File: src/rtl/uart_tx_if.sv
// Byte handshake between the result formatter and the UART transmitter FIFO.
interface uart_tx_if;
    logic [7:0] Datain;
    logic       Datain_valid;
    logic       Datain_ready;

    modport master (output Datain, output Datain_valid, input Datain_ready);
    modport slave  (input Datain, input Datain_valid, output Datain_ready);
endinterface

File: src/rtl/uart_tx.sv
// Buffered 8N1/8N2 UART transmitter: small byte FIFO feeding a start/data/stop
// serializer, with frames sent back-to-back while the FIFO holds data.
module uart_tx #(
    parameter int unsigned CLKS_PER_BIT = 435,
    parameter int unsigned STOP_BITS    = 1,
    parameter int unsigned FIFO_DEPTH   = 4
) (
    input  logic     clk,
    input  logic     rst,
    uart_tx_if.slave in_if,
    output logic     TXD,
    output logic     tx_busy
);
    localparam int unsigned PW = $clog2(FIFO_DEPTH);
    localparam int unsigned CW = PW + 1;
    localparam int unsigned BW = (CLKS_PER_BIT > 1) ? $clog2(CLKS_PER_BIT) : 1;

    typedef enum logic [1:0] {IDLE, START, DATA, STOP} state_t;

    state_t        state;
    logic [7:0]    mem [FIFO_DEPTH];
    logic [PW-1:0] wr_ptr;
    logic [PW-1:0] rd_ptr;
    logic [CW-1:0] count;
    logic [BW-1:0] baud;
    logic [2:0]    bit_cnt;
    logic [7:0]    shift;
    logic          push;
    logic          pop;
    logic          strobe;
    logic          stop_done;

    assign in_if.Datain_ready = (count != CW'(FIFO_DEPTH));
    assign push      = in_if.Datain_valid && in_if.Datain_ready;
    assign strobe    = (state != IDLE) && (baud == BW'(CLKS_PER_BIT - 1));
    assign stop_done = strobe && (state == STOP) && (bit_cnt == 3'(STOP_BITS - 1));
    // Pops only happen when the serializer is ready to load: from IDLE, or
    // straight out of the last stop bit so consecutive frames have no gap.
    assign pop       = (count != '0) && ((state == IDLE) || stop_done);
    assign tx_busy   = (state != IDLE) || (count != '0);

    always_ff @(posedge clk) begin
        if (push) begin
            mem[wr_ptr] <= in_if.Datain;
        end
    end

    always_ff @(posedge clk) begin
        if (rst) begin
            state   <= IDLE;
            TXD     <= 1'b1;
            wr_ptr  <= '0;
            rd_ptr  <= '0;
            count   <= '0;
            baud    <= '0;
            bit_cnt <= '0;
            shift   <= '0;
        end else begin
            if (push) wr_ptr <= wr_ptr + 1'b1;
            if (pop)  rd_ptr <= rd_ptr + 1'b1;
            case ({push, pop})
                2'b10:   count <= count + 1'b1;
                2'b01:   count <= count - 1'b1;
                default: count <= count;
            endcase

            if ((state == IDLE) || strobe) baud <= '0;
            else                           baud <= baud + 1'b1;

            case (state)
                IDLE: begin
                    TXD     <= 1'b1;
                    bit_cnt <= '0;
                    if (pop) begin
                        shift <= mem[rd_ptr];
                        TXD   <= 1'b0;
                        state <= START;
                    end
                end
                START: begin
                    if (strobe) begin
                        TXD     <= shift[0];
                        bit_cnt <= '0;
                        state   <= DATA;
                    end
                end
                DATA: begin
                    if (strobe) begin
                        if (bit_cnt == 3'd7) begin
                            TXD     <= 1'b1;
                            bit_cnt <= '0;
                            state   <= STOP;
                        end else begin
                            shift   <= shift >> 1;
                            TXD     <= shift[1];
                            bit_cnt <= bit_cnt + 3'd1;
                        end
                    end
                end
                STOP: begin
                    if (stop_done) begin
                        bit_cnt <= '0;
                        if (pop) begin
                            shift <= mem[rd_ptr];
                            TXD   <= 1'b0;
                            state <= START;
                        end else begin
                            state <= IDLE;
                        end
                    end else if (strobe) begin
                        bit_cnt <= bit_cnt + 3'd1;
                    end
                end
                default: state <= IDLE;
            endcase
        end
    end
endmodule
File: src/flat_wrapper.sv
// flat-port wrapper written by rule: the top's interface ports become plain ports
module uart_tx_flat 
#(
    parameter int unsigned CLKS_PER_BIT = 435,
    parameter int unsigned STOP_BITS    = 1,
    parameter int unsigned FIFO_DEPTH   = 4
)
  (clk, rst, TXD, tx_busy, in_if_Datain, in_if_Datain_valid, in_if_Datain_ready);
  uart_tx_if in_if_i ();
  input  logic clk;
  input  logic rst;
  output logic TXD;
  output logic tx_busy;
  input wire logic [$bits(in_if_i.Datain)-1:0] in_if_Datain;
  input wire logic [$bits(in_if_i.Datain_valid)-1:0] in_if_Datain_valid;
  output wire logic [$bits(in_if_i.Datain_ready)-1:0] in_if_Datain_ready;
  assign in_if_i.Datain = in_if_Datain;
  assign in_if_i.Datain_valid = in_if_Datain_valid;
  assign in_if_Datain_ready = in_if_i.Datain_ready;
  uart_tx #(.CLKS_PER_BIT(CLKS_PER_BIT), .STOP_BITS(STOP_BITS), .FIFO_DEPTH(FIFO_DEPTH)) u_core (.clk(clk), .rst(rst), .in_if(in_if_i), .TXD(TXD), .tx_busy(tx_busy));
endmodule
File: config.mk
export PLATFORM = sky130hd
export DESIGN_NAME = uart_tx_flat
export DESIGN_NICKNAME = d
export VERILOG_FILES = /design/src/rtl/uart_tx_if.sv /design/src/rtl/uart_tx.sv /design/src/flat_wrapper.sv
export SDC_FILE = /design/constraint.sdc
export NUM_CORES = 1
export LEC_CHECK = 0
export CORE_MARGIN = 1
export CORE_UTILIZATION = 55
export CTS_BUF_LIST = sky130_fd_sc_hd__clkbuf_4 sky130_fd_sc_hd__clkbuf_8
export DETAILED_ROUTE_END_ITERATION = 6
export PLACE_DENSITY_LB_ADDON = 0.1
export SYNTH_ARGS = -nofsm -noshare
export SYNTH_HDL_FRONTEND = slang
export SYNTH_SLANG_ARGS = --single-unit
export TNS_END_PERCENT = 20
File: constraint.sdc
create_clock -name clk -period 3.65 [get_ports clk]
set_input_delay 0.5475 -clock clk [delete_from_list [all_inputs] [get_ports clk]]
set_output_delay 0.5475 -clock clk [all_outputs]
set_load 0.05 [all_outputs]
==> flow_summary.ini, run 1 <==
[outcome]
outcome = finished clean

[sta]
relSlewSlack_pct = 52.8
post-route-period-util_pct = 74.7
fin_crit_ns = 2.73
fin_skew_ns = 0.00922
hold_ws_ns = 0.465
tightestPinTransition_ns = 0.708
drv_slew = 0
setup_tns_ns = 0
grt_setup_unrepaired = no
max_freq_mhz = 367
setup_viol = 0
hold_viol = 0

[cts]
clock_sinks = 64
cts_tree = done
numCtsBuffers = 9
clk-insertion-delay-late_ns = 0.34
cts_max_level = 3
cts_resized = 0
clk_path_buf_depth = 2
cts_root_buffer = clkbuf_8
post_cts_buffers = 0
path_clk_slew_ns = 0.08
hold_buffers = 0

[critical_path]
path_buf_inv = 0
crit_path_start_kind = flip-flop
crit_start = u_core.count[0]$_SDFFE_PP0P_
path_cells = nor3_1 > nor4_4 > or2_1 > ha_1 > fa_1 > xnor2_1 > or3_1 > a21oi_1
max_stage_delay_ns = 0.56
required_ns = 3.92
crit_arrival_ns = 2.99
r2r_start = u_core.count[0]$_SDFFE_PP0P_
crit_path_end_kind = flip-flop
critPathTopFamily = simple AND/OR/NAND/NOR gates
cp_max_fo = 5
cpMaxStageDelayCell = nor3_1
setup.worst_path.class = reg -> reg

[synthesis]
synth_top_cell_by_area = edfxtp_1
synthCells = 231
ys_async_sr_fraction_pct = 0
ys_seq_area_share_pct = 54.7
synth_area_per_cell_um2 = 12.7
ys_types = 45
synth_edf_count = 32
syn-num-nets = 259
synthTopCellsByArea = edfxtp_1 (33%), dfxtp_1 (22%), ha_1 (6.8%), mux4_2 (6.2%), nor2_1 (4.2%)
synth_top_area_share_pct = 32.8
yosys_register_bits = 64
netlist_area_um2 = 2930
yosysWarnings = 0
ys.flop_type = edfxtp_1

[run]
drv_cap = 0

[final_layout]
seqCellArea_um2 = 1600
final_util_pct = 65.7
drive_above_1_share_pct = 15.1
fill_cells = 410
areaGrowthSynthToFinish_pct = 14.7
nNetsFinal = 275
antenna_cells = 0
multi_input_area_um2 = 1250
design_area_um2 = 3360

[placement]
io_buffers = 13
post_dp_cell_area_um2 = 3110
dpl.hpwl_um = 3310
gp_congestion = 0.736

[power_and_ir_drop]
ir_drop_v = 0.000440
power_density_nw_per_um2 = 764
power_leakage_nw = 1.26

[floorplan]
die_area_um2 = 5610
coreArea_um2 = 5110
fp.dieH_um = 74.9
fp.dieW_um = 74.9
ios = 14
placementRows = 26
initial_utilization_pct = 57.3

[grt]
grt_pass1_wl_um = 7840
grt-ovfl-total = 0
grt_start_max_net_pins = 24
track_usage_pct = 19.6
grt_pass1_vias = 1638
antenna_found_initial = 0

[min_path]
min_path_type = reg -> reg
min_from = u_core.shift[7]$_SDFFE_PP0P_

[routing]
wirelength_um = 4840
drt_pass1_iterations = 4
viasPerCell = 5.47
ant_nets = 0
dr.first_iter.drc_count = 92
num_vias = 1761
route.detailed.drc = 0
routedWlPerCell_um = 15.0
==> synth_stat cells, types with 2 or more instances <==
cell type and n:
a21oi_1 7, mux4_2 8, and2_1 2, xor2_1 3, clkbuf_1 8, ha_1 16, dfxtp_1 32, nand3b_1 2
nand3_1 4, mux2_2 7, xnor2_1 9, mux2i_1 9, nand2_1 8, nor2_1 33, and3_1 4, nor3_1 4
or3_1 4, edfxtp_1 32, o21ai_0 3, nand2b_1 2, nand4_1 2, inv_1 9
==> worst register-to-register path: cells and delay by family, from the launching register on <==
kind | cells | cell delay, ns
xor+xnor | 1 | 0.15
simple gates | 4 | 1.35
flops | 1 | 0.36
compound gates | 1 | 0.14
fa+ha+maj | 2 | 0.66
==> cells by family (layout without fill, tap and decap cells) <==
logic type	Yosys count	after routing	synth area share (%)
AO/OA/AOI/OAI	24	24	6.84
XOR/XNOR	12	12	3.59
adder cells (fa/ha/maj)	17	17	7.53
buffers and inverters	18	39	2.44
flip-flops	64	64	54.7
multiplexers	24	24	11.9
AND/OR/NAND/NOR	72	72	12.9
==> power by group <==
group / leakage (nW) / internal [mW] / switching [mW]
sequential: 0.555 / 0.867 / 0.0840
combinational: 0.585 / 0.408 / 0.468
clock: 0.117 / 0.455 / 0.283
total: 1.26 / 1.73 / 0.835
==> registers in the layout (all words and copies together), names as in the netlist, named ones only <==
name / flops
u_core.state: 2
u_core.TXD: 1
u_core.mem: 32
u_core.rd_ptr: 2
u_core.count: 3
u_core.baud: 9
u_core.shift: 8
u_core.wr_ptr: 2
u_core.bit_cnt: 3
==> final cells by class <==
class / instances / area share [%]
Sequential cell: 64 / 47.7
Multi-Input combinational cell: 149 / 37.3
Timing Repair Buffer: 14 / 4.10
Clock buffer: 9 / 3.69
Clock inverter: 7 / 3.54
Tap cell: 70 / 2.61
Inverter: 9 / 1.01
==> path summary, 6_finish.rpt <==
| path | to | slack (ns) | depth (start not counted) |
|---|---|---|---|
| max | u_core.count[2]$_SDFFE_PP0P_ | 0.92 | 8 |
| max reg2reg | u_core.count[2]$_SDFFE_PP0P_ | 0.92 | 8 |
| min reg2reg | u_core.shift[7]$_SDFFE_PP0P_ | 0.47 | 2 |
| min | u_core.shift[7]$_SDFFE_PP0P_ | 0.47 | 2 |
==> placed cells by master (no fill, tap or decap), drive strengths merged, types with 4 or more instances in the layout <==
cell type / netlist / final
or3: 4 / 4
nor2: 33 / 33
mux2i: 9 / 9
ha: 16 / 16
clkdlybuf4s50: 0 / 13
a21oi: 7 / 7
clkbuf: 8 / 9
and3: 4 / 4
mux2: 7 / 7
xnor2: 9 / 9
inv: 9 / 10
nand2: 8 / 8
dfxtp: 32 / 32
mux4: 8 / 8
nand3: 4 / 4
o21ai: 4 / 4
edfxtp: 32 / 32
nor3: 5 / 5
==> per-stage QoR <==
step | setup slack [ns] | power, mW | cells
after global placement | 1.04 | 1.84 | 306
after detailed placement | 0.970 | 1.84 | 306
after CTS | 0.939 | 2.58 | 322
after global routing | 0.733 | 2.70 | 322
after floorplan | 1.10 | 1.67 | 231
final | 0.924 | 2.57 | 322
==> per-layer routing <==
layer / part of all wire (%) / track usage [%]
met2: 45 / 27.5
met5: 0 / 0
met3: 2.8 / 6.02
met4: 1.4 / 8.18
met1: 51 / 28.3
(Power assumes the default switching activity.)
==> inputs of run 2 (changes only) <==
==> constraint.sdc (replaced) <==
create_clock -name clk -period 2.6 [get_ports clk]
set_input_delay 0.39 -clock clk [delete_from_list [all_inputs] [get_ports clk]]
set_output_delay 0.39 -clock clk [all_outputs]
set_load 0.05 [all_outputs]
==> run 2 against run 1 <==
Net effect: combinational power up 46%; clock-buffer cell count up 1; sequential power increased by 41%; critical endpoint unchanged; global-route usage grew 0.20 points; clock skew is essentially flat; worst setup slack worse by 0.79 ns; die area stayed put; non-clock buffer count up 7; register-to-register slack worse by 0.79 ns.
==> flow_summary.ini, run 2 (synthesized netlist as in run 1, its figures left out) <==
[cts]
cts_max_level = 3
cts_resized = 0
path_clk_slew_ns = 0.07
clk_path_buf_depth = 2
hold_buffers = 0
clock_sinks = 64
clk-insertion-delay-late_ns = 0.34
post_cts_buffers = 0
cts_tree = done
numCtsBuffers = 9
cts_root_buffer = clkbuf_8

[sta]
setup_viol = 0
grt_setup_unrepaired = no
fin_crit_ns = 2.47
post-route-period-util_pct = 95.0
drv_slew = 0
setup_tns_ns = 0
relSlewSlack_pct = 61.2
max_freq_mhz = 405
fin_skew_ns = 0.00884
tightestPinTransition_ns = 0.580
hold_viol = 0

[critical_path]
crit_path_start_kind = flip-flop
required_ns = 2.86
crit_path_end_kind = flip-flop
cp_max_fo = 5
crit_arrival_ns = 2.73
setup.worst_path.class = reg -> reg

[placement]
io_buffers = 13
dpl.hpwl_um = 3270
gp_congestion = 0.767

[outcome]
outcome = finished clean

[routing]
ant_nets = 0
viasPerCell = 5.33
dr.first_iter.drc_count = 96
drt_pass1_iterations = 4
wirelength_um = 4760
routedWlPerCell_um = 14.5
num_vias = 1752
route.detailed.drc = 0

[grt]
grt_pass1_vias = 1647
grt_start_max_net_pins = 23
antenna_found_initial = 0
grt-ovfl-total = 0
grt_pass1_wl_um = 7850
track_usage_pct = 19.8

[floorplan]
fp.dieW_um = 74.9
ios = 14
coreArea_um2 = 5110
initial_utilization_pct = 57.3
die_area_um2 = 5610
fp.dieH_um = 74.9
placementRows = 26

[final_layout]
largest_reg_flops = 32
top_regs = u_core.mem x32, u_core.baud x9, u_core.shift x8
final_util_pct = 65.8
antenna_cells = 0
final_common_cell = nor2_1
areaGrowthSynthToFinish_pct = 14.8
nNetsFinal = 282
mostFrequentLayoutCells = nor2_1 (33), edfxtp_1 (32), dfxtp_1 (30), ha_1 (16), clkdlybuf4s50_1 (13)
top_register = u_core.mem
drive_above_1_share_pct = 18.1

[power_and_ir_drop]
power_leakage_nw = 1.27
power_density_nw_per_um2 = 1030
ir_drop_v = 0.000526

[run]
drv_cap = 0

[min_path]
min_path_type = reg -> reg
-- run 2: path summary, 6_finish.rpt --
check                                      end                    startpoint  slack [ns]  cells past startpoint
setup / recovery  u_core.count[2]$_SDFFE_PP0P_  u_core.count[0]$_SDFFE_PP0P_        0.13                      8
hold / removal    u_core.shift[7]$_SDFFE_PP0P_  u_core.shift[7]$_SDFFE_PP0P_        0.46                      2
setup reg to reg  u_core.count[2]$_SDFFE_PP0P_  u_core.count[0]$_SDFFE_PP0P_        0.13                      8
hold reg to reg   u_core.shift[7]$_SDFFE_PP0P_  u_core.shift[7]$_SDFFE_PP0P_        0.46                      2
-- run 2: per-stage QoR --
| step | setup slack (ns) | area [um2] | total power, mW | hold slack [ns] | std cells |
|---|---|---|---|---|---|
| global route | 0.00977 | 3360 | 3.66 | 0.475 | 329 |
| global placement | 0.182 | 3170 | 2.63 | 0.446 | 313 |
| finish | 0.129 | 3360 | 3.44 | 0.456 | 329 |
| floorplan | 0.0545 | 2930 | 2.34 | 0.433 | 231 |
| CTS | 0.0834 | 3360 | 3.47 | 0.459 | 329 |
| detailed placement | 0.125 | 3170 | 2.64 | 0.449 | 313 |
-- run 2: worst max-delay path, stage by stage (launching register included) --
cell and delay (ns):
dfxtp_2 0.36, or3_1 0.37, and2_1 0.21, or2_1 0.25, ha_1 0.24, fa_1 0.39
xnor2_1 0.14, or3_1 0.31, a21oi_1 0.14
-- run 2: cell type report --
| cell class | instances | area [um2] |
|---|---|---|
| clock inverters | 6 | 60.1 |
| clock buffers | 10 | 131 |
| well taps | 70 | 87.6 |
| fillers | 413 | 1750 |
| repair buffers | 21 | 190 |
| flip-flops and latches | 64 | 1600 |
| multi-input cells | 149 | 1250 |
| inverters | 9 | 33.8 |
-- run 2: layer usage --
layer	vias to the layer above	routed length (um)	global-route usage, %
li1	889	-	-
met1	832	2500	28.0
met2	21	2050	28.5
met3	10	99	4.42
met4	0	108	10.7
met5	-	0	0
-- run 2: power breakdown --
| part | switching (mW) | internal [mW] |
|---|---|---|
| Combinational | 0.663 | 0.615 |
| Clock | 0.378 | 0.448 |
| Sequential | 0.120 | 1.22 |
